`config.mk`:
```
export PLATFORM = sky130hd
export DESIGN_NAME = mfrc522_init_sequencer
export DESIGN_NICKNAME = d
export VERILOG_FILES = /design/src/rtl/mfrc522_pkg.sv /design/src/rtl/mfrc522_init_sequencer.sv
export SDC_FILE = /design/constraint.sdc
export NUM_CORES = 1
export LEC_CHECK = 0
export CAP_MARGIN = 20
export CORE_ASPECT_RATIO = 0.9
export CORE_MARGIN = 2
export CORE_UTILIZATION = 55
export DETAILED_ROUTE_END_ITERATION = 8
export DONT_BUFFER_PORTS = 1
export GPL_TIMING_DRIVEN = 0
export PLACE_DENSITY = 0.73
export SYNTH_ARGS = -nofsm -noshare
export SYNTH_HDL_FRONTEND = slang
export SYNTH_SLANG_ARGS = --single-unit
```
`constraint.sdc`:
```
create_clock -name clk -period 3.92 [get_ports clk]
set_clock_uncertainty 0.2 [all_clocks]
set_input_delay 0.588 -clock clk [delete_from_list [all_inputs] [get_ports clk]]
set_output_delay 0.588 -clock clk [all_outputs]
set_load 0.02 [all_outputs]
```
`src/rtl/mfrc522_pkg.sv`:
```
`default_nettype none
// ============================================================================
// Module      : mfrc522_pkg
// Description : Shared constants for the MFRC522 init sequencer: register
//               addresses, the SoftReset command code, error codes and the
//               post-reset register initialisation table.
// Revision    : 1.0 - initial release
// ============================================================================
package mfrc522_pkg;

    // MFRC522 register addresses (6-bit register space)
    localparam logic [5:0] c_addr_command     = 6'h01;
    localparam logic [5:0] c_addr_mode        = 6'h11;
    localparam logic [5:0] c_addr_tx_control  = 6'h14;
    localparam logic [5:0] c_addr_tx_ask      = 6'h15;
    localparam logic [5:0] c_addr_t_mode      = 6'h2A;
    localparam logic [5:0] c_addr_t_prescaler = 6'h2B;
    localparam logic [5:0] c_addr_t_reload_h  = 6'h2C;
    localparam logic [5:0] c_addr_t_reload_l  = 6'h2D;
    localparam logic [5:0] c_addr_version     = 6'h37;

    // CommandReg value that triggers a soft reset
    localparam logic [7:0] c_cmd_soft_reset = 8'h0F;

    // CommandReg PowerDown bit: stays set while the soft reset is in progress
    localparam int c_power_down_bit = 4;

    // Sequence result codes
    localparam logic [1:0] c_err_none         = 2'b00;
    localparam logic [1:0] c_err_poll_timeout = 2'b01;
    localparam logic [1:0] c_err_bad_version  = 2'b10;
    localparam logic [1:0] c_err_cmd_timeout  = 2'b11;

    // Number of entries in the initialisation table
    localparam int INIT_LEN = 7;

    typedef struct packed {
        logic [5:0] addr;
        logic [7:0] data;
    } reg_wr_t;

    // Initialisation table: timer setup, 100% ASK, CRC preset, antenna on.
    function automatic reg_wr_t init_entry(input logic [2:0] idx);
        reg_wr_t e;
        case (idx)
            3'd0:    e = '{addr: c_addr_t_mode,      data: 8'h8D};
            3'd1:    e = '{addr: c_addr_t_prescaler, data: 8'h3E};
            3'd2:    e = '{addr: c_addr_t_reload_l,  data: 8'h1E};
            3'd3:    e = '{addr: c_addr_t_reload_h,  data: 8'h00};
            3'd4:    e = '{addr: c_addr_tx_ask,      data: 8'h40};
            3'd5:    e = '{addr: c_addr_mode,        data: 8'h3D};
            3'd6:    e = '{addr: c_addr_tx_control,  data: 8'h83};
            default: e = '{addr: 6'h00,              data: 8'h00};
        endcase
        return e;
    endfunction

    // Known MFRC522 / FM17522 silicon versions
    function automatic logic version_ok(input logic [7:0] v);
        return (v == 8'h88) || (v == 8'h91) || (v == 8'h92);
    endfunction

endpackage
`default_nettype wire

```
`src/rtl/mfrc522_init_sequencer.sv`:
```
`default_nettype none
// ============================================================================
// Module      : mfrc522_init_sequencer
// Description : Brings an MFRC522 out of reset: soft reset, poll until the
//               PowerDown bit clears, write the init table, then check the
//               VersionReg. Drives a one-outstanding register-command port.
// Ports       : clk, rst            - clock, synchronous active-high reset
//               start               - one-cycle request (ignored unless idle)
//               busy, done, ok      - status; done pulses once per run
//               err_code, version   - result code and last VersionReg value
//               m_cmd_*             - register command handshake/fields/data
// Revision    : 1.0 - initial release
// ============================================================================
module mfrc522_init_sequencer
    import mfrc522_pkg::*;
#(
    parameter int POLL_TIMEOUT_CYCLES = 4096,
    parameter int CMD_TIMEOUT_CYCLES  = 1024
) (
    input  logic       clk,
    input  logic       rst,
    input  logic       start,
    output logic       busy,
    output logic       done,
    output logic       ok,
    output logic [1:0] err_code,
    output logic [7:0] version,
    output logic       m_cmd_valid,
    input  logic       m_cmd_ready,
    output logic       m_cmd_is_write,
    output logic [5:0] m_cmd_addr,
    output logic [7:0] m_cmd_wdata,
    input  logic [7:0] m_cmd_rdata,
    input  logic       m_cmd_done
);

    localparam int c_poll_w = $clog2(POLL_TIMEOUT_CYCLES + 1);
    localparam int c_cmd_w  = $clog2(CMD_TIMEOUT_CYCLES + 1);
    localparam logic [c_poll_w-1:0] c_poll_last = c_poll_w'(POLL_TIMEOUT_CYCLES - 1);
    localparam logic [c_cmd_w-1:0]  c_cmd_last  = c_cmd_w'(CMD_TIMEOUT_CYCLES - 1);
    localparam logic [2:0]          c_idx_last  = 3'(INIT_LEN - 1);

    localparam logic [2:0] c_st_idle    = 3'd0;
    localparam logic [2:0] c_st_rst_wr  = 3'd1;
    localparam logic [2:0] c_st_poll_rd = 3'd2;
    localparam logic [2:0] c_st_init_wr = 3'd3;
    localparam logic [2:0] c_st_ver_rd  = 3'd4;
    localparam logic [2:0] c_st_finish  = 3'd5;

    localparam logic c_ph_issue = 1'b0;
    localparam logic c_ph_wait  = 1'b1;

    logic [2:0]          r_state;
    logic                r_phase;
    logic [2:0]          r_index;
    logic [c_poll_w-1:0] r_poll_cnt;
    logic [c_cmd_w-1:0]  r_cmd_cnt;

    logic       w_cmd_state;
    logic       w_accept;
    logic       w_done_seen;
    logic       w_cmd_timeout;
    logic       w_poll_timeout;
    logic       w_go_finish;
    logic [1:0] w_fin_err;
    reg_wr_t    w_next_entry;
    reg_wr_t    w_first_entry;

    assign w_cmd_state    = (r_state == c_st_rst_wr) || (r_state == c_st_poll_rd) ||
                            (r_state == c_st_init_wr) || (r_state == c_st_ver_rd);
    assign w_accept       = m_cmd_valid && m_cmd_ready;
    // m_cmd_done only counts while a command is actually outstanding
    assign w_done_seen    = w_cmd_state && (r_phase == c_ph_wait) && m_cmd_done;
    assign w_cmd_timeout  = w_cmd_state && (r_phase == c_ph_wait) && (r_cmd_cnt == c_cmd_last);
    assign w_poll_timeout = (r_state == c_st_poll_rd) && (r_poll_cnt == c_poll_last);
    assign w_next_entry   = init_entry(r_index + 3'd1);
    assign w_first_entry  = init_entry(3'd0);

    // Termination decision. A returning m_cmd_done takes priority over the
    // command timeout; a poll read that still shows PowerDown set when the
    // poll budget runs out ends the run.
    always_comb begin
        w_go_finish = 1'b0;
        w_fin_err   = c_err_none;
        if (w_done_seen) begin
            if ((r_state == c_st_poll_rd) && m_cmd_rdata[c_power_down_bit] && w_poll_timeout) begin
                w_go_finish = 1'b1;
                w_fin_err   = c_err_poll_timeout;
            end else if (r_state == c_st_ver_rd) begin
                w_go_finish = 1'b1;
                w_fin_err   = version_ok(m_cmd_rdata) ? c_err_none : c_err_bad_version;
            end
        end else if (w_poll_timeout) begin
            w_go_finish = 1'b1;
            w_fin_err   = c_err_poll_timeout;
        end else if (w_cmd_timeout) begin
            w_go_finish = 1'b1;
            w_fin_err   = c_err_cmd_timeout;
        end
    end

    always_ff @(posedge clk) begin
        if (rst) begin
            r_state        <= c_st_idle;
            r_phase        <= c_ph_issue;
            r_index        <= '0;
            r_poll_cnt     <= '0;
            r_cmd_cnt      <= '0;
            busy           <= 1'b0;
            done           <= 1'b0;
            ok             <= 1'b0;
            err_code       <= c_err_none;
            version        <= 8'h00;
            m_cmd_valid    <= 1'b0;
            m_cmd_is_write <= 1'b0;
            m_cmd_addr     <= 6'h00;
            m_cmd_wdata    <= 8'h00;
        end else begin
            done <= 1'b0;
            if (r_state == c_st_idle) begin
                if (start) begin
                    r_state        <= c_st_rst_wr;
                    r_phase        <= c_ph_issue;
                    busy           <= 1'b1;
                    ok             <= 1'b0;
                    err_code       <= c_err_none;
                    version        <= 8'h00;
                    m_cmd_valid    <= 1'b1;
                    m_cmd_is_write <= 1'b1;
                    m_cmd_addr     <= c_addr_command;
                    m_cmd_wdata    <= c_cmd_soft_reset;
                end
            end else if (r_state == c_st_finish) begin
                r_state <= c_st_idle;
            end else begin
                if (r_state == c_st_poll_rd) begin
                    r_poll_cnt <= r_poll_cnt + 1'b1;
                end
                if (r_phase == c_ph_issue) begin
                    if (w_accept) begin
                        m_cmd_valid <= 1'b0;
                        r_phase     <= c_ph_wait;
                        r_cmd_cnt   <= '0;
                    end
                end else begin
                    r_cmd_cnt <= r_cmd_cnt + 1'b1;
                end

                if (w_done_seen && (r_state == c_st_ver_rd)) begin
                    version <= m_cmd_rdata;
                end

                if (w_go_finish) begin
                    r_state     <= c_st_finish;
                    r_phase     <= c_ph_issue;
                    done        <= 1'b1;
                    busy        <= 1'b0;
                    ok          <= (w_fin_err == c_err_none);
                    err_code    <= w_fin_err;
                    m_cmd_valid <= 1'b0;
                end else if (w_done_seen) begin
                    // Every surviving completion issues the next command;
                    // a busy poll simply re-issues the unchanged read.
                    r_phase     <= c_ph_issue;
                    m_cmd_valid <= 1'b1;
                    case (r_state)
                        c_st_rst_wr: begin
                            r_state        <= c_st_poll_rd;
                            r_poll_cnt     <= '0;
                            m_cmd_is_write <= 1'b0;
                            m_cmd_addr     <= c_addr_command;
                            m_cmd_wdata    <= 8'h00;
                        end
                        c_st_poll_rd: begin
                            if (!m_cmd_rdata[c_power_down_bit]) begin
                                r_state        <= c_st_init_wr;
                                r_index        <= 3'd0;
                                m_cmd_is_write <= 1'b1;
                                m_cmd_addr     <= w_first_entry.addr;
                                m_cmd_wdata    <= w_first_entry.data;
                            end
                        end
                        c_st_init_wr: begin
                            if (r_index == c_idx_last) begin
                                r_state        <= c_st_ver_rd;
                                m_cmd_is_write <= 1'b0;
                                m_cmd_addr     <= c_addr_version;
                                m_cmd_wdata    <= 8'h00;
                            end else begin
                                r_index        <= r_index + 3'd1;
                                m_cmd_is_write <= 1'b1;
                                m_cmd_addr     <= w_next_entry.addr;
                                m_cmd_wdata    <= w_next_entry.data;
                            end
                        end
                        default: ;
                    endcase
                end
            end
        end
    end

endmodule
`default_nettype wire

```
==> flow_summary.yaml, run 1 <==
outcome:
  status: "completed"
clock_tree:
  clk_pin_slew_ns: 0.07
  holdBufCountCts: 0
  cts.repair.resized: 0
  cts_setup_buffers: 0
  clk_latency_ns: 0.34
  cts_tree: "yes"
  cts_root_buffer: "clkbuf_8"
  cts_max_level: 3
  cts.sinks: 59
  clk_path_buf_depth: 2
  cts-buffers-inserted: 9
yosys:
  synth_edf_count: 0
  syn_area_um2: 3040
  synth_top_area_cell: "dfxtp_1"
  ys_ff_latch: 59
  synth_cell_types: 58
  syn_inst: 380
  netlist.area_leader.share_pct: 38.9
  synth-seq-area-share_pct: 38.9
  avgSynthCellArea_um2: 7.99
  synth_fp_nets: 401
  yosysWarnings: 0
  async_flop_share_pct: 0
  ys_top_cells_by_area: "dfxtp_1 39%, nor2_1 6.9%, a21oi_1 4.8%"
  ys.flop_type: "dfxtp_1"
placement:
  port-buffer-count: 0
  placed_area_um2: 3120
  place_hpwl_um: 5160
  place.gp.congestion: 0.894
grt:
  antenna_found_initial: 0
  track_usage_pct: 24.9
  gr-total-overflow: 0
  grt_max_degree: 11
  grt_pass1_vias: 2465
  grt_pass1_wl_um: 11600
layout:
  syn_to_final_growth_pct: 8.86
  fin_nets: 412
  finalInstanceArea_um2: 3300
  most-common-layout-cells: "59 x dfxtp_1, 56 x nor2_1, 31 x nand2_1"
  drive_gt1_share_pct: 7.83
  antenna_cells: 0
  fillers: 466
  final_common_cell: "dfxtp_1"
run:
  maxCapViolations: 0
worst_setup_path:
  crit_type: "flip-flop to flip-flop"
  crit_required_ns: 3.93
  cpPeakStageDelay_ns: 0.87
  end_kind: "flip-flop"
  crit_fanout: 10
  path_buf_inv: 3
  crit_path_start_kind: "flip-flop"
  cp_data_arrival_time_ns: 2.57
  crit_path_frequent_cell: "buf_2"
  critPathSlowestCell: "a2111oi_2"
  path_cells: "buf_2 -> nand2_1 -> a2111oi_2 -> buf_2 -> inv_1 -> a32oi_1 -> nor2_1"
  cp_top_family: "compound AO/OA/AOI/OAI gates"
timing:
  hold_violations: 0
  max_clock_freq_mhz: 390
  setup_viol: 0
  tns_ns: 0
  period_share_pct: 65.3
  slew_viol_final: 0
  fin_crit_ns: 2.56
  holdWs_ns: 0.189
  slew_headroom_pct: 40.0
  tightest_slew_ns: 0.899
  rsz0062_at_grt: "false"
die:
  boundaryPins: 42
  dieArea_um2: 6130
  row_count: 25
  die_y_um: 74.5
  core_um2: 5290
  fp.dieW_um: 82.3
  start_util_pct: 57.4
pwr:
  p_int_mw: 1.12
  p_per_area_nw_per_um2: 545
  p_clk_share_pct: 29.3
  power_switching_share_pct: 37.8
  switchingPower_mw: 0.680
  comb_power_share_pct: 28.7
  ir_worst_vdd_uv: 267
  p_leak_nw: 1.15
  seqPwrFrac_pct: 41.9
route:
  drtIter0Drc: 185
  wirelength_um: 7080
  num_vias: 2759
  wl_per_cell_um: 15.3
  first_pass_iters: 4
  final_antenna_net_count: 0
  drc: 0
  vias_per_cell: 5.96
min_path:
  hold_class: "input pin to flip-flop"
-- cells in the mapped netlist, drive strengths merged, types with 4 or more instances --
cell type and instances:
nor3 17, inv 12, dfxtp 59, a31oi 10, o21ai 13, a21o 4
nand2 31, ha 8, and3b 4, nand3 15, nor4 6, buf 10
xnor2 13, nor2 56, xor2 6, a32oi 4, nor2b 12, clkbuf 11
a21oi 29, nand4 6, or3 10
-- final timing paths --
check	end	slack [ns]	from	depth (start not counted)
setup / recovery	busy	1.36	r_phase	7
hold reg to reg	r_cmd_cnt[10]	0.27	r_cmd_cnt[10]	2
hold / removal	busy	0.19	start	2
setup reg to reg	busy	1.36	r_phase	7
-- metal layers --
metal | up-vias | global-route usage [%] | wire length, µm
met5 | - | 0 | 0
li1 | 1366 | - | -
met3 | 12 | 7.28 | 493
met2 | 98 | 39.2 | 3280
met1 | 1283 | 32.1 | 3210
met4 | 0 | 9.81 | 99
-- worst register-to-register path, cell delays in order, from the launching register on --
cell and delay [ns]:
dfxtp_1 0.31, buf_2 0.19, nand2_1 0.14, a2111oi_2 0.87, buf_2 0.35, inv_1 0.12, a32oi_1 0.21, nor2_1 0.05
-- power groups by stage --
stage	sequential (mW)	combinational [mW]	clock, mW
6_report	0.755	0.517	0.528
5_1_grt	0.760	0.571	0.562
4_1_cts	0.755	0.508	0.543
3_5_place_dp	0.768	0.504	0
3_3_place_gp	0.767	0.506	0
2_1_floorplan	0.754	0.402	0
-- flip-flops by register name (all words and copies together), names as in the netlist --
name and cells:
r_state 3, r_cmd_cnt 11, done 1, m_cmd_wdata 7
version 8, m_cmd_is_write 1, m_cmd_valid 1, busy 1
r_poll_cnt 13, ok 1, m_cmd_addr 6, r_index 3
r_phase 1, err_code 2
-- cell families after synthesis --
family          Yosys count  synth area share [%]
fa+ha+maj                 8                  3.30
simple gates            176                  29.1
buf+inv                  33                  4.53
flops                    59                  38.9
compound gates           82                  17.6
mux                       3                  1.03
xor+xnor                 19                  5.48
-- stage by stage --
| step | setup WS [ns] | total power [mW] | utilization, % | cells |
|---|---|---|---|---|
| 6_report | 1.36 | 1.80 | 62.5 | 463 |
| 3_3_place_gp | 1.32 | 1.27 | 59.0 | 447 |
| 4_1_cts | 1.41 | 1.81 | 62.5 | 463 |
| 2_1_floorplan | 1.70 | 1.16 | - | 380 |
| 3_5_place_dp | 1.36 | 1.27 | 59.0 | 447 |
| 5_1_grt | 1.18 | 1.89 | 62.5 | 463 |
-- area by class of cell --
| cell class | count | area, µm² | share of cell area [%] |
|---|---|---|---|
| multi-input combinational | 288 | 1720 | 52.0 |
| sequential | 59 | 1180 | 35.7 |
| clock buffer | 11 | 131 | 3.98 |
| buffer | 21 | 92.6 | 2.80 |
| tap | 67 | 83.8 | 2.54 |
| clock inverter | 5 | 53.8 | 1.63 |
| inverter | 12 | 45.0 | 1.36 |
No activity file was read; power rests on OpenSTA's default activity.
==> run 2: changes to the inputs <==
- clock period: 3.92 -> 2.69 ns (I/O delays scaled with it)
==> run 2 against run 1 <==
Worst hold slack worse by 0.17 ns; maximum frequency up 3.7%; sequential power up 47%; wire length up 2.6%; global-route usage up 0.076 points; sequential cell count unchanged; combinational power up 50%; sequential share of layout area down 0.35 points; largest cell class unchanged.
==> flow_summary.yaml, run 2 (same netlist as run 1, synthesis figures left out) <==
route:
  dr_wl_met3_um: 484
  num_vias: 2825
  drc: 0
  wl_met2_um: 3360
  wl_per_cell_um: 15.6
  drt-met1-wl_um: 3310
  final_antenna_net_count: 0
  first_pass_iters: 7
  wirelength_um: 7260
  drtIter0Drc: 219
  routed.top_layer: "met4"
  vias_per_cell: 6.08
die:
  dieArea_um2: 6130
  start_util_pct: 57.4
  row_count: 25
  fp.dieW_um: 82.3
  boundaryPins: 42
  die_y_um: 74.5
  core_um2: 5290
clock_tree:
  cts_root_buffer: "clkbuf_8"
  clk_path_buf_depth: 2
  clk_latency_ns: 0.34
  cts.sinks: 59
  cts-buffers-inserted: 9
  cts_tree: "yes"
  clk_pin_slew_ns: 0.07
  cts_max_level: 3
worst_setup_path:
  cp_top_family: "simple AND/OR/NAND/NOR gates"
  crit_path_start_kind: "flip-flop"
  cp_data_arrival_time_ns: 2.52
  crit_fanout: 5
  crit_required_ns: 2.74
  critPathSlowestCell: "nor4_1"
  path_cells: "ha_1 -> nand4b_1 -> nor4_1 -> a22oi_1 -> and3b_1 -> nor4_1"
  crit_path_frequent_cell: "nor4_1"
  end_kind: "flip-flop"
  path_buf_inv: 0
  cpPeakStageDelay_ns: 0.61
  crit_type: "flip-flop to flip-flop"
pwr:
  comb_power_share_pct: 29.2
  switchingPower_mw: 1.00
  p_int_mw: 1.64
  p_per_area_nw_per_um2: 794
  seqPwrFrac_pct: 41.8
  power_switching_share_pct: 37.9
  p_leak_nw: 1.16
  ir_worst_vdd_uv: 410
  p_clk_share_pct: 29.0
layout:
  final_common_cell: "dfxtp_1"
  most-common-layout-cells: "59 x dfxtp_1, 56 x nor2_1, 31 x nand2_1"
  largest_reg_flops: 13
  drive_gt1_share_pct: 7.79
  top_register: "r_poll_cnt"
  top_regs: "r_poll_cnt: 13 flops, r_cmd_cnt: 11 flops, version: 8 flops"
  syn_to_final_growth_pct: 9.93
  fin_nets: 414
  antenna_cells: 0
grt:
  track_usage_pct: 24.9
  antenna_found_initial: 0
  grt_pass1_wl_um: 11700
  grt_pass1_vias: 2473
  gr-total-overflow: 0
  grt_max_degree: 11
placement:
  place_ws_ns: 0.197
  port-buffer-count: 0
  place.gp.congestion: 0.894
  place_hpwl_um: 5160
timing:
  tightest_slew_ns: 0.785
  slew_viol_final: 0
  fin_crit_ns: 2.47
  hold_violations: 0
  period_share_pct: 91.8
  final.setup.worst_slack_ns: 0.220
  rsz0062_at_grt: "false"
  max_clock_freq_mhz: 405
  slew_headroom_pct: 47.2
  tns_ns: 0
  setup_viol: 0
run:
  maxCapViolations: 0
outcome:
  status: "completed"
min_path:
  hold_class: "input pin to flip-flop"
==> run 2: cell types whose count changed in the layout (fill, tap and decap cells not counted) <==
cell and delta:
dlygate4sd3_1 +2, a2111oi_2 -1, a2111oi_4 +1
==> run 2: worst register-to-register path, stage by stage (launching register included) <==
cell	delay, ns
dfxtp_1	0.40
ha_1	0.23
nand4b_1	0.11
nor4_1	0.61
a22oi_1	0.38
and3b_1	0.27
nor4_1	0.20
==> run 2: final timing paths <==
path / startpoint / to / slack, ns / depth (start not counted)
min reg2reg: r_cmd_cnt[10] / r_cmd_cnt[10] / 0.27 / 2
min: m_cmd_rdata[3] / version[3] / 0.02 / 2
max: r_cmd_cnt[0] / r_state[2] / 0.22 / 6
max reg2reg: r_cmd_cnt[0] / r_state[2] / 0.22 / 6
==> run 2: layer usage <==
layer  vias up  track usage, %
li1       1369               -
met1      1334            32.1
met2       105            39.5
met3        17            7.28
met4         0            9.81
met5         -               0
==> run 2: power by group through the flow <==
| stage | Clock, mW | Combinational [mW] | Sequential [mW] |
|---|---|---|---|
| finish | 0.769 | 0.773 | 1.11 |
| global route | 0.820 | 0.851 | 1.11 |
| floorplan | 0 | 0.586 | 1.10 |
| CTS | 0.791 | 0.742 | 1.10 |
| global placement | 0 | 0.737 | 1.12 |
| detailed placement | 0 | 0.735 | 1.12 |
==> run 2: final cells by class <==
class	instances	area, µm²
Clock buffer	11	131
Buffer	21	92.6
Sequential cell	59	1180
Tap cell	67	83.8
Multi-Input combinational cell	288	1730
Timing Repair Buffer	2	20.0
Fill cell	457	1950
Inverter	12	45.0
Clock inverter	5	53.8
==> run 2: what timing repair did <==
| item | in CTS | in global routing |
|---|---|---|
| resized for setup | 0 | 1 |
| hold buffers | 2 | 0 |
| buffers inserted | 0 | 0 |
| hold endpoints to repair | 2 | 0 |
| setup endpoints to repair | 0 | 1 |
==> run 2: through the flow <==
stage / hold WS (ns) / power, mW / cell area, µm² / util, % / instances
finish: 0.0177 / 2.65 / 3340 / 63.1 / 465
global route: 0.0111 / 2.78 / 3340 / 63.1 / 465
CTS: 0.000506 / 2.63 / 3320 / 62.9 / 465
detailed placement: 0.262 / 1.85 / 3120 / 59.0 / 447
global placement: 0.261 / 1.85 / 3120 / 59.0 / 447
floorplan: 0.247 / 1.69 / 3040 / - / 380
==> run 3: changes to the inputs <==
- RECOVER_POWER: not set -> 100
==> run 3 against run 2 <==
Maximum frequency shrank 0.31%; sequential power is essentially flat; register-to-register slack is essentially flat; final cell count is the same; clock-buffer cell count is the same; worst setup slack lost 0.0077 ns; core utilization shrank 0.21 points; total power shrank 0.34%; via count grew 0.18%; sequential cell count is the same; critical endpoint is now r_poll_cnt[0].
==> flow_summary.yaml, run 3 (same netlist as run 1, synthesis figures left out) <==
pwr:
  p_leak_nw: 1.16
  p_total_mw: 2.64
  ir_worst_vdd_uv: 413
  p_per_area_nw_per_um2: 794
worst_setup_path:
  end_kind: "flip-flop"
  cpPeakStageDelay_ns: 0.46
  crit_cells: 7
  reg2reg_slack_ns: 0.21
  path_cells: "clkbuf_1 -> nor2_1 -> nor3_1 -> o31a_1 -> a31o_2 -> clkbuf_1 -> nor2_1"
  path_buf_inv: 2
  cp_data_arrival_time_ns: 2.49
  critPathSlowestCell: "dfxtp_1"
  cp_top_family: "buffers and inverters"
  crit_path_start_kind: "flip-flop"
  crit_required_ns: 2.70
  crit_type: "flip-flop to flip-flop"
  crit_fanout: 10
  worst-r2r-cell-count: 7
layout:
  syn_to_final_growth_pct: 9.56
  top_regs: "r_poll_cnt: 13 flops, r_cmd_cnt: 11 flops, version: 8 flops"
  antenna_cells: 0
  fillers: 462
  top_register: "r_poll_cnt"
  multi_input_area_um2: 1720
  regArea_um2: 1180
  drive_gt1_share_pct: 6.78
  largest_reg_flops: 13
  fin_nets: 414
  final_common_cell: "dfxtp_1"
  most-common-layout-cells: "59 x dfxtp_1, 56 x nor2_1, 31 x nand2_1"
route:
  drtIter0Drc: 207
  first_pass_iters: 5
  wirelength_um: 7230
  vias_per_cell: 6.09
  num_vias: 2830
  final_antenna_net_count: 0
  wl_per_cell_um: 15.5
  drc: 0
grt:
  grt_pass1_vias: 2473
  grt_max_degree: 11
  grt_pass1_wl_um: 11700
  gr-total-overflow: 0
  antenna_found_initial: 0
  track_usage_pct: 24.9
min_path:
  holdPathStages: 2
  hold_class: "input pin to flip-flop"
outcome:
  status: "completed"
clock_tree:
  clk_latency_ns: 0.34
  cts_setup_buffers: 0
  clk_path_buf_depth: 2
  clk_pin_slew_ns: 0.07
  cts-buffers-inserted: 9
  cts_root_buffer: "clkbuf_8"
  cts_max_level: 3
  cts_tree: "yes"
  cts.sinks: 59
placement:
  place_hpwl_um: 5160
  place.gp.congestion: 0.894
  port-buffer-count: 0
timing:
  tightest_slew_ns: 1.07
  hold_violations: 0
  max_clock_freq_mhz: 404
  fin_crit_ns: 2.48
  slew_viol_final: 0
  period_share_pct: 92.1
  setup_viol: 0
  slew_headroom_pct: 27.7
  rsz0062_at_grt: "false"
  tns_ns: 0
die:
  start_util_pct: 57.4
  die_y_um: 74.5
  fp.dieW_um: 82.3
  core_um2: 5290
  boundaryPins: 42
  row_count: 25
  dieArea_um2: 6130
run:
  maxCapViolations: 0
==> run 3: cell types whose count changed in the layout (fill, tap and decap cells not counted) <==
cell / previous run / this run
clkbuf_1: 13 / 17
buf_2: 8 / 5
buf_1: 1 / 0
buf_4: 1 / 0
clkbuf_2: 0 / 1
o31ai_1: 1 / 2
o31ai_2: 1 / 0
==> run 3: layout make-up <==
class	instances	area share (%)
plain buffers	21	2.60
clock buffers	11	3.95
clock inverters	5	1.62
inverters	12	1.35
multi-input cells	288	51.8
flip-flops and latches	59	35.5
well taps	67	2.52
repair buffers	2	0.602
==> run 3: worst paths after layout <==
| path | startpoint | to |
|---|---|---|
| worst max-delay path | r_state[0] | r_poll_cnt[0] |
| worst min-delay path | m_cmd_rdata[3] | version[3] |
| worst max register to register | r_state[0] | r_poll_cnt[0] |
| worst min register to register | r_cmd_cnt[10] | r_cmd_cnt[10] |
==> run 3: layer usage <==
| layer | track usage, % | wire length [µm] | up-vias | part of all wire [%] |
|---|---|---|---|---|
| li1 | - | - | 1369 | - |
| met1 | 32.1 | 3240 | 1323 | 45 |
| met2 | 39.5 | 3330 | 122 | 46 |
| met3 | 7.28 | 546 | 16 | 7.6 |
| met4 | 9.81 | 108 | 0 | 1.5 |
| met5 | 0 | 0 | - | 0 |
==> run 3: per-stage QoR <==
stage                     instances  worst slack (ns)  cell area, µm²  util (%)  hold slack (ns)
after CTS                       465             0.175            3320      62.9         0.000506
after global placement          447             0.174            3120      59.0            0.261
after detailed placement        447             0.197            3120      59.0            0.262
after global routing            465            0.0501            3330      62.9           0.0111
final                           465             0.212            3330      62.9           0.0156
after floorplan                 380             0.601            3040         -            0.247
==> run 3: repair_timing <==
| action | 4_1_cts | 5_1_grt |
|---|---|---|
| setup endpoints to repair | 0 | 1 |
| hold buffers | 2 | 0 |
| gates resized for setup | 0 | 1 |
| hold endpoints to repair | 2 | 0 |
==> run 3: report_power, final <==
part           switching, mW  internal, mW  total, mW
registers              0.149         0.956       1.10
logic                  0.507         0.254      0.761
clock network          0.349         0.425      0.773
